### config.mk
export PLATFORM = sky130hd
export DESIGN_NAME = instr_fetcher
export DESIGN_NICKNAME = d
export VERILOG_FILES = /design/src/rtl/instr_fetcher_pkg.sv /design/src/rtl/instr_fetcher_icache.sv /design/src/rtl/instr_fetcher.sv
export SDC_FILE = /design/constraint.sdc
export NUM_CORES = 1
export LEC_CHECK = 0
export CAP_MARGIN = 20
export CORE_AREA = 2 2 112 114
export DETAILED_ROUTE_END_ITERATION = 16
export DIE_AREA = 0 0 114 116
export PLACE_DENSITY = 0.8
export SLEW_MARGIN = 20
export SYNTH_ARGS = -nofsm -noshare
export SYNTH_HDL_FRONTEND = slang
export SYNTH_SLANG_ARGS = --single-unit
### constraint.sdc
create_clock -name clk -period 1.6 [get_ports clk]
set_clock_uncertainty 0.05 [all_clocks]
set_input_delay 0.16 -clock clk [delete_from_list [all_inputs] [get_ports clk]]
set_output_delay 0.16 -clock clk [all_outputs]
set_load 0.005 [all_outputs]
### src/rtl/instr_fetcher_pkg.sv
// Shared types for the instruction fetcher: FSM state encodings, word width, address helper.
// Latency: n/a (declarations only).
// Backpressure: n/a (declarations only).
package instr_fetcher_pkg;

  localparam int INSTR_WIDTH = 32;

  typedef enum logic [2:0] {
    FETCH_IDLE     = 3'd0,
    FETCH_WAIT_MEM = 3'd1,
    FETCH_HOLD     = 3'd2,
    FETCH_WAIT_PC  = 3'd3,
    FETCH_DRAIN    = 3'd4
  } fetch_state_t;

  // Memory is word-addressed on the bus; the PC keeps its low bits untouched.
  function automatic logic [31:0] word_align(input logic [31:0] addr);
    return {addr[31:2], 2'b00};
  endfunction

endpackage

### src/rtl/instr_fetcher_icache.sv
// Direct-mapped instruction cache, one word per line, addressed by word address [31:2].
// Latency: lookup is combinational; a fill is visible to lookups from the next cycle.
// Backpressure: none; a fill is always accepted, lookups never stall.
module instr_fetcher_icache
  import instr_fetcher_pkg::*;
#(
  parameter int INDEX_WIDTH = 6
) (
  input  logic                   clk,
  input  logic                   rst,
  input  logic [31:2]            lookup_addr,
  output logic                   hit,
  output logic [INSTR_WIDTH-1:0] hit_data,
  input  logic                   fill_en,
  input  logic [31:2]            fill_addr,
  input  logic [INSTR_WIDTH-1:0] fill_data
);

  localparam int LINES     = 1 << INDEX_WIDTH;
  localparam int TAG_WIDTH = 30 - INDEX_WIDTH;

  logic [LINES-1:0]       valid_q;
  logic [TAG_WIDTH-1:0]   tag_q  [LINES];
  logic [INSTR_WIDTH-1:0] data_q [LINES];

  logic [INDEX_WIDTH-1:0] lookup_idx;
  logic [INDEX_WIDTH-1:0] fill_idx;

  assign lookup_idx = lookup_addr[INDEX_WIDTH+1:2];
  assign fill_idx   = fill_addr[INDEX_WIDTH+1:2];
  assign hit        = valid_q[lookup_idx] && (tag_q[lookup_idx] == lookup_addr[31:INDEX_WIDTH+2]);
  assign hit_data   = data_q[lookup_idx];

  // Valid bits are the only cache state that needs clearing on reset.
  always_ff @(posedge clk) begin
    if (rst) begin
      valid_q <= '0;
    end else if (fill_en) begin
      valid_q[fill_idx] <= 1'b1;
    end
  end

  // Tag and data storage written on every fill; contents are don't-care until valid.
  always_ff @(posedge clk) begin
    if (fill_en) begin
      tag_q[fill_idx]  <= fill_addr[31:INDEX_WIDTH+2];
      data_q[fill_idx] <= fill_data;
    end
  end

endmodule

### src/rtl/instr_fetcher.sv
// Blocking instruction fetcher: owns the PC, fetches one word at a time, presents it to the Decoder.
// Latency: miss = memory latency + 1 cycle; optional I-cache (macro ICACHE_EN) presents a hit on the next edge.
// Backpressure: holds the presented word until dec_accept; no new fetch until the Decoder returns predict_pc.
module instr_fetcher
  import instr_fetcher_pkg::*;
#(
  parameter logic [31:0] RESET_PC           = 32'h0,
  parameter int          ICACHE_INDEX_WIDTH = 6
) (
  input  logic        clk,
  input  logic        rst,
  input  logic        rdy,
  input  logic        clear,
  input  logic [31:0] clear_pc,
  input  logic        dec_accept,
  input  logic        instr_issued,
  input  logic [31:0] predict_pc,
  output logic        instr_ready,
  output logic [31:0] instr_out,
  output logic [31:0] instr_addr_out,
  output logic        mem_req,
  output logic [31:0] mem_addr,
  input  logic        mem_ready,
  input  logic [31:0] mem_data
);

  fetch_state_t state;
  logic [31:0]  pc;

  logic                   cache_hit;
  logic [INSTR_WIDTH-1:0] cache_data;

`ifdef ICACHE_EN
  logic cache_fill;

  // Every word returned to a live request is cached; drained data never reaches here.
  assign cache_fill = rdy && (state == FETCH_WAIT_MEM) && mem_ready;

  instr_fetcher_icache #(
    .INDEX_WIDTH(ICACHE_INDEX_WIDTH)
  ) u_icache (
    .clk        (clk),
    .rst        (rst),
    .lookup_addr(pc[31:2]),
    .hit        (cache_hit),
    .hit_data   (cache_data),
    .fill_en    (cache_fill),
    .fill_addr  (mem_addr[31:2]),
    .fill_data  (mem_data)
  );
`else
  assign cache_hit  = 1'b0;
  assign cache_data = '0;
`endif

  // Fetch FSM; clear overrides every state and keeps an outstanding request alive in DRAIN.
  always_ff @(posedge clk) begin
    if (rst) begin
      state          <= FETCH_IDLE;
      pc             <= RESET_PC;
      mem_req        <= 1'b0;
      mem_addr       <= '0;
      instr_ready    <= 1'b0;
      instr_out      <= '0;
      instr_addr_out <= '0;
    end else if (rdy) begin
      if (clear) begin
        pc          <= clear_pc;
        instr_ready <= 1'b0;
        if (mem_req && !mem_ready) begin
          state <= FETCH_DRAIN;
        end else begin
          state   <= FETCH_IDLE;
          mem_req <= 1'b0;
        end
      end else begin
        unique case (state)
          FETCH_IDLE: begin
            if (cache_hit) begin
              instr_ready    <= 1'b1;
              instr_out      <= cache_data;
              instr_addr_out <= pc;
              state          <= FETCH_HOLD;
            end else begin
              mem_req  <= 1'b1;
              mem_addr <= word_align(pc);
              state    <= FETCH_WAIT_MEM;
            end
          end
          FETCH_WAIT_MEM: begin
            if (mem_ready) begin
              mem_req        <= 1'b0;
              instr_ready    <= 1'b1;
              instr_out      <= mem_data;
              instr_addr_out <= pc;
              state          <= FETCH_HOLD;
            end
          end
          FETCH_HOLD: begin
            if (instr_ready && dec_accept) begin
              instr_ready <= 1'b0;
              state       <= FETCH_WAIT_PC;
            end
          end
          FETCH_WAIT_PC: begin
            if (instr_issued) begin
              pc    <= predict_pc;
              state <= FETCH_IDLE;
            end
          end
          FETCH_DRAIN: begin
            if (mem_ready) begin
              mem_req <= 1'b0;
              state   <= FETCH_IDLE;
            end
          end
          default: state <= FETCH_IDLE;
        endcase
      end
    end
  end

endmodule
; ---- After elaboration in Yosys (flattened, before gate mapping)
; Cells that the tools add are included.
; W data, S select, Z words.
[op_classes]
n_eq_ne = 10
mux = 18
bitwise_logic = 1
reduce_logical = 15
[ops]
columns = op, count
row1 = $mux W32, 3
row2 = $mux W3, 6
row3 = $pmux W3 S5, 1
row4 = $ne A3 B3 Y1 const B, 4
row5 = $reduce_and A4 Y1, 3
row6 = $eq A3 B2 Y1 const B, 2
row7 = $mux W1, 6
row8 = $reduce_and A3 Y1, 2
row9 = $reduce_bool A3 Y1, 2
row10 = $reduce_and A5 Y1, 1
row11 = $pmux W1 S2, 2
row12 = $reduce_bool A2 Y1, 2
row13 = $eq A3 B1 Y1 const B, 1
row14 = $eq A3 B3 Y1 const B, 1
row15 = $logic_not A3 Y1, 1
row16 = $ne A3 B1 Y1 const B, 1
row17 = $logic_and A1 B1 Y1, 2
row18 = $ne A2 B2 Y1 const B, 1
row19 = $reduce_or A2 Y1, 1
row20 = $logic_not A1 Y1, 1
row21 = $not A1 Y1, 1
[word_totals]
register_bits = 131
in_bits = 103
output_inout_bits = 98
word_cells = 51

; ---- Longest topological paths before layout
[depth]
ltp_word = 4
ltp_mapped = 7
mapped_depth_nobuf = 4

; ---- Worst setup path after synthesis
; Ideal clock, no wire load.
[synth_timing]
kind = flip-flop to flip-flop
start = reg state[2]
end = reg pc[10]
setup_time_ps = 146
t_arrival_ps = 1285
required_time_ps = 1404
path_slack_ps = 119
stages_incl_launch_ff = 6
n_path_buf = 2
path_cell_list = dfxtp_1 -> buf_2 -> nand4b_4 -> a21oi_4 -> buf_2 -> a211oi_2
[synth_via]
elab_chain_len = 3
[synth_rtl]
columns = item, line
row1 = "start, declared", instr_fetcher.sv:27  ; fetch_state_t state;
row2 = "start signal, assigned", instr_fetcher.sv:59  ; state <= FETCH_IDLE;
row3 = "start signal, assigned", instr_fetcher.sv:71  ; state <= FETCH_DRAIN;
row4 = "start signal, assigned", instr_fetcher.sv:73  ; state <= FETCH_IDLE;
row5 = $eq A3 B2 Y1, instr_fetcher.sv:77  ; unique case (state)
row6 = $reduce_bool A2 Y1 (no source line), --
row7 = $reduce_and A3 Y1 (no source line), --
row8 = "end signal, assigned", instr_fetcher.sv:68  ; pc <= clear_pc;
row9 = "end signal, assigned", instr_fetcher.sv:107  ; pc <= predict_pc;
row10 = "end, declared", instr_fetcher.sv:28  ; logic [31:0] pc;
; No other way between the ends.
; A chain may end at the register's enable or synchronous reset.

; ---- Worst setup path after layout
[layout_timing]
start = reg state[2]
end = reg state[2]
[layout_via]
elab_chain_len = 3
word_cells_on_any_way = 12
classes_between = 8 x eq/ne / 2 x mux / 2 x reduce/logical
[layout_rtl]
columns = item, line
row1 = "$eq A3 B3 Y1, or another cell as far along", instr_fetcher.sv:77
row2 = $ne A3 B3 Y1 (no source line) / $pmux W3 S5 (equally long branches), --
row3 = $reduce_and A5 Y1 (no source line) / $mux W3 (equally long branches), --
; Several ways; a longest one is shown, not always the timed one.

==> metrics.log <==
[metrics] proportion of synthesized chip area in sequential cells: 50.3%
[metrics] final hold slack: about 73 ps
[metrics] clock tree from TritonCTS: done
[metrics] startpoint of the worst register-to-register path: state[2]$_SDFFE_PP0P_
[metrics] RSZ-0062 raised after global routing: no
[metrics] Worst R2R Setup Slack: between 60 and 70 ps
[metrics] P&R area growth vs syn: 52.1%
[metrics] power density relative to cell area: 971 nW/um^2
[metrics] hold violation count in the final report: 0
[metrics] starting density of the core: 43.7%
[metrics] Longest Clk Path Bufs: 2
[metrics] min-delay worst type: primary input to flop
[metrics] Sequential cell area: 2630 um^2
[metrics] number of remaining DRC errors: 0
[metrics] path depth of the worst reg2reg path: 5
[metrics] average instance area after synthesis: 8.57 um^2
[metrics] endpoint class of the critical path: flop
[metrics] status: finished, final reports clean
[metrics] most common cell after layout, fill and taps aside: sky130_fd_sc_hd__clkdlybuf4s50_1
[metrics] register share of total power: 44.5%
[metrics] grt ovf: 0
[metrics] minimum clock period after layout: about 1500 ps
[metrics] Mapped Cells: 608
[metrics] number of H-tree levels: 4
[metrics] number of max-slew violations in the final report: 0
[metrics] full die area: between 10000 and 15000 um^2
[metrics] number of global-route vias before repair: between 5000 and 6000
[metrics] hold-fix buffer count after cts: 0
[metrics] critical setup path kind: flop to flop
[metrics] area of the placeable core: roughly 12000 um^2
[metrics] via count of the routed design: between 4000 and 5000
[metrics] maximum vdd drop: about 0.00044 V
[metrics] remaining antenna violation count after routing: 0
[metrics] Port Buf Inserts: 198
[metrics] initial antenna violation count: 1
[metrics] Hold Startpoint: rst
[metrics] Post-Layout Cell Count: roughly 960
[metrics] Vert. Die Dim: 116 um
[metrics] number of gates resized after cts: 0
[metrics] most frequent cells in the layout: sky130_fd_sc_hd__clkdlybuf4s50_1 (196), sky130_fd_sc_hd__nand2_1 (193), sky130_fd_sc_hd__dfxtp_1 (129), sky130_fd_sc_hd__a21oi_1 (94), sky130_fd_sc_hd__nor2_1 (36)
[metrics] Syn. warnings: 0
[metrics] final estimated routing congestion in global placement: 0.898
[metrics] area of the mapped netlist: between 5000 and 6000 um^2
[metrics] I/O pin count: 201
[metrics] clock-pin slew on the worst setup and hold paths: approximately 50 ps
[metrics] maximum achievable frequency: around 0.65 GHz
[metrics] Netlist cell types: 36
[metrics] relative contribution of the clock network to total power: between 40% and 50%
[metrics] initial detailed-routing violation count: between 200 and 250
[metrics] wire length of the first global-routing pass: between 20000 and 25000 um
[metrics] #FFs+latches synth: 131
[metrics] required time worst endpoint: about 1900 ps
[metrics] logic gate share of total power: 10.5%
[metrics] wire length per cell after detailed routing: 15.4 um
[metrics] CP startpoint: state[2]$_SDFFE_PP0P_
[metrics] buffers inserted during post-CTS setup optimization: 0
[metrics] worst hold path cell count: 3
[metrics] cell at the root of the clock tree: sky130_fd_sc_hd__clkbuf_16
[metrics] overall power consumption: just under 8000 uW
[metrics] worst flop-to-flop path endpoint: state[2]$_SDFFE_PP0P_
[metrics] crit share post-route: between 90% and 100%
[metrics] worst setup path endpoint: state[2]$_SDFFE_PP0P_
[metrics] number of placement rows: 40
[metrics] final setup violation count: 0
[metrics] internal power component: 5980 uW
[metrics] Sw Share: ~22%
[metrics] NetSw: 1720 uW
[metrics] critical path data arrival time: 1780 ps
[metrics] area taken by multi-input logic gates: 2320 um^2
[metrics] clock buffers created by TritonCTS: 17
[metrics] utilization of the core after routing: 66.5%
[metrics] Die X: around 110 um
[metrics] dpl hpwl: about 10000 um
[metrics] startpoint types: flop
[metrics] overall fraction of global-route tracks in use: around 23%
[metrics] number of clock sinks seen by CTS: between 100 and 150
[metrics] Pre-Repair DR Iteration Count: 5
[metrics] maximum net fanout on the critical path: 4
[metrics] # nets final: 904
[metrics] Max Cap Viol: 0
[metrics] WL final: approximately 15000 um
[metrics] total instance count after detailed placement: 929
[metrics] P_leak: between 0.002 and 0.003 uW
[metrics] maximum number of pins on one net before global-route repair: 63
[metrics] Vias per Instance: around 5.1
[metrics] clock network latency to the later pin of the worst-skew pair: about 400 ps
[metrics] number of fillers in the final layout: 970
[metrics] fraction of final layout cells with drive strength greater than 1: between 10 and 15%
critical path, stage by stage (launching register included):
cell and delay, ps:
sky130_fd_sc_hd__dfxtp_1 360, sky130_fd_sc_hd__nor3_2 260, sky130_fd_sc_hd__a31oi_1 160, sky130_fd_sc_hd__buf_4 190, sky130_fd_sc_hd__and4_1 200, sky130_fd_sc_hd__a31o_2 210
cell type report:
class | count | area share [%]
Antenna cell | 1 | 0.0316
Timing Repair Buffer | 223 | 28.4
Tap cell | 147 | 2.32
Inverter | 6 | 0.284
Sequential cell | 131 | 33.1
Clock inverter | 7 | 0.758
Clock buffer | 22 | 5.86
Multi-Input combinational cell | 422 | 29.2
through the flow:
step	setup TNS (ps)	setup WS (ps)	cell area (um^2)
detailed placement	-9890	-143	7390
CTS	0	14.9	7910
finish	0	62.4	7930
global route	0	9.53	7920
global placement	-8560	-116	7390
floorplan	0	119	5210
power groups by stage:
stage	Combinational (uW)	Clock (uW)	Sequential, uW
floorplan	375	0	3480
global placement	783	0	3480
detailed placement	805	0	3490
CTS	813	3520	3420
global route	873	3660	3430
finish	810	3460	3430
how the worst min path moves through the flow:
stage	to
2_1_floorplan	instr_out[0]$_SDFFE_PP0P_
3_3_place_gp	instr_addr_out[0]$_SDFFE_PP0P_
3_5_place_dp	instr_addr_out[0]$_SDFFE_PP0P_
4_1_cts	state[1]$_SDFFE_PP0P_
5_1_grt	state[1]$_SDFFE_PP0P_
6_report	state[1]$_SDFFE_PP0P_
registers in the layout (all words and copies together), names as in the netlist:
signal	count
state	3
instr_out	32
mem_req	1
mem_addr	30
pc	32
instr_addr_out	32
instr_ready	1
cell usage after synthesis:
library cell | number | area share (%)
sky130_fd_sc_hd__a211oi_1 | 5 | 0.72
sky130_fd_sc_hd__a211oi_2 | 28 | 6.7
sky130_fd_sc_hd__a21boi_0 | 1 | 0.14
sky130_fd_sc_hd__a21oi_1 | 94 | 9.0
sky130_fd_sc_hd__a21oi_4 | 1 | 0.31
sky130_fd_sc_hd__a31o_2 | 1 | 0.17
sky130_fd_sc_hd__a31oi_1 | 4 | 0.48
sky130_fd_sc_hd__a32o_1 | 1 | 0.19
sky130_fd_sc_hd__and2_1 | 1 | 0.12
sky130_fd_sc_hd__and3_1 | 1 | 0.12
sky130_fd_sc_hd__and4_1 | 1 | 0.17
sky130_fd_sc_hd__buf_2 | 13 | 1.2
sky130_fd_sc_hd__buf_4 | 10 | 1.4
sky130_fd_sc_hd__buf_6 | 3 | 0.65
sky130_fd_sc_hd__clkbuf_1 | 24 | 1.7
sky130_fd_sc_hd__conb_1 | 1 | 0.072
sky130_fd_sc_hd__dfxtp_1 | 131 | 50
sky130_fd_sc_hd__inv_1 | 6 | 0.43
sky130_fd_sc_hd__maj3_1 | 1 | 0.19
sky130_fd_sc_hd__mux2i_1 | 33 | 6.3
sky130_fd_sc_hd__nand2_1 | 193 | 14
sky130_fd_sc_hd__nand2b_1 | 1 | 0.12
sky130_fd_sc_hd__nand3_1 | 2 | 0.19
sky130_fd_sc_hd__nand4b_4 | 1 | 0.46
sky130_fd_sc_hd__nor2_1 | 36 | 2.6
sky130_fd_sc_hd__nor2b_1 | 2 | 0.24
sky130_fd_sc_hd__nor3_2 | 1 | 0.19
sky130_fd_sc_hd__nor3b_2 | 1 | 0.24
sky130_fd_sc_hd__nor4_1 | 1 | 0.12
sky130_fd_sc_hd__nor4b_1 | 1 | 0.17
sky130_fd_sc_hd__o2111a_1 | 1 | 0.22
sky130_fd_sc_hd__o21ai_0 | 4 | 0.38
sky130_fd_sc_hd__o21ai_1 | 1 | 0.096
sky130_fd_sc_hd__o21bai_1 | 1 | 0.14
sky130_fd_sc_hd__or4_1 | 1 | 0.14
sky130_fd_sc_hd__xnor2_1 | 1 | 0.17
kinds of logic (layout without fill, tap and decap cells):
family	count (synthesis)	count (layout)	synth area share (%)
flops	131	131	50.3
simple gates	243	243	18.8
xor+xnor	1	1	0.168
compound gates	142	142	18.6
other cells	1	3	0.0720
buf+inv	56	258	5.50
fa+ha+maj	1	1	0.192
mux	33	33	6.34
layer usage:
layer / vias to the layer above / GRT usage [%] / part of all wire, %
met5: - / 0 / 0
met4: 0 / 10.2 / 2.5
met3: 31 / 6.33 / 6.0
met2: 163 / 38.5 / 50
met1: 2264 / 26.9 / 41
li1: 2409 / - / -
Power figures use the tool's default switching activity.
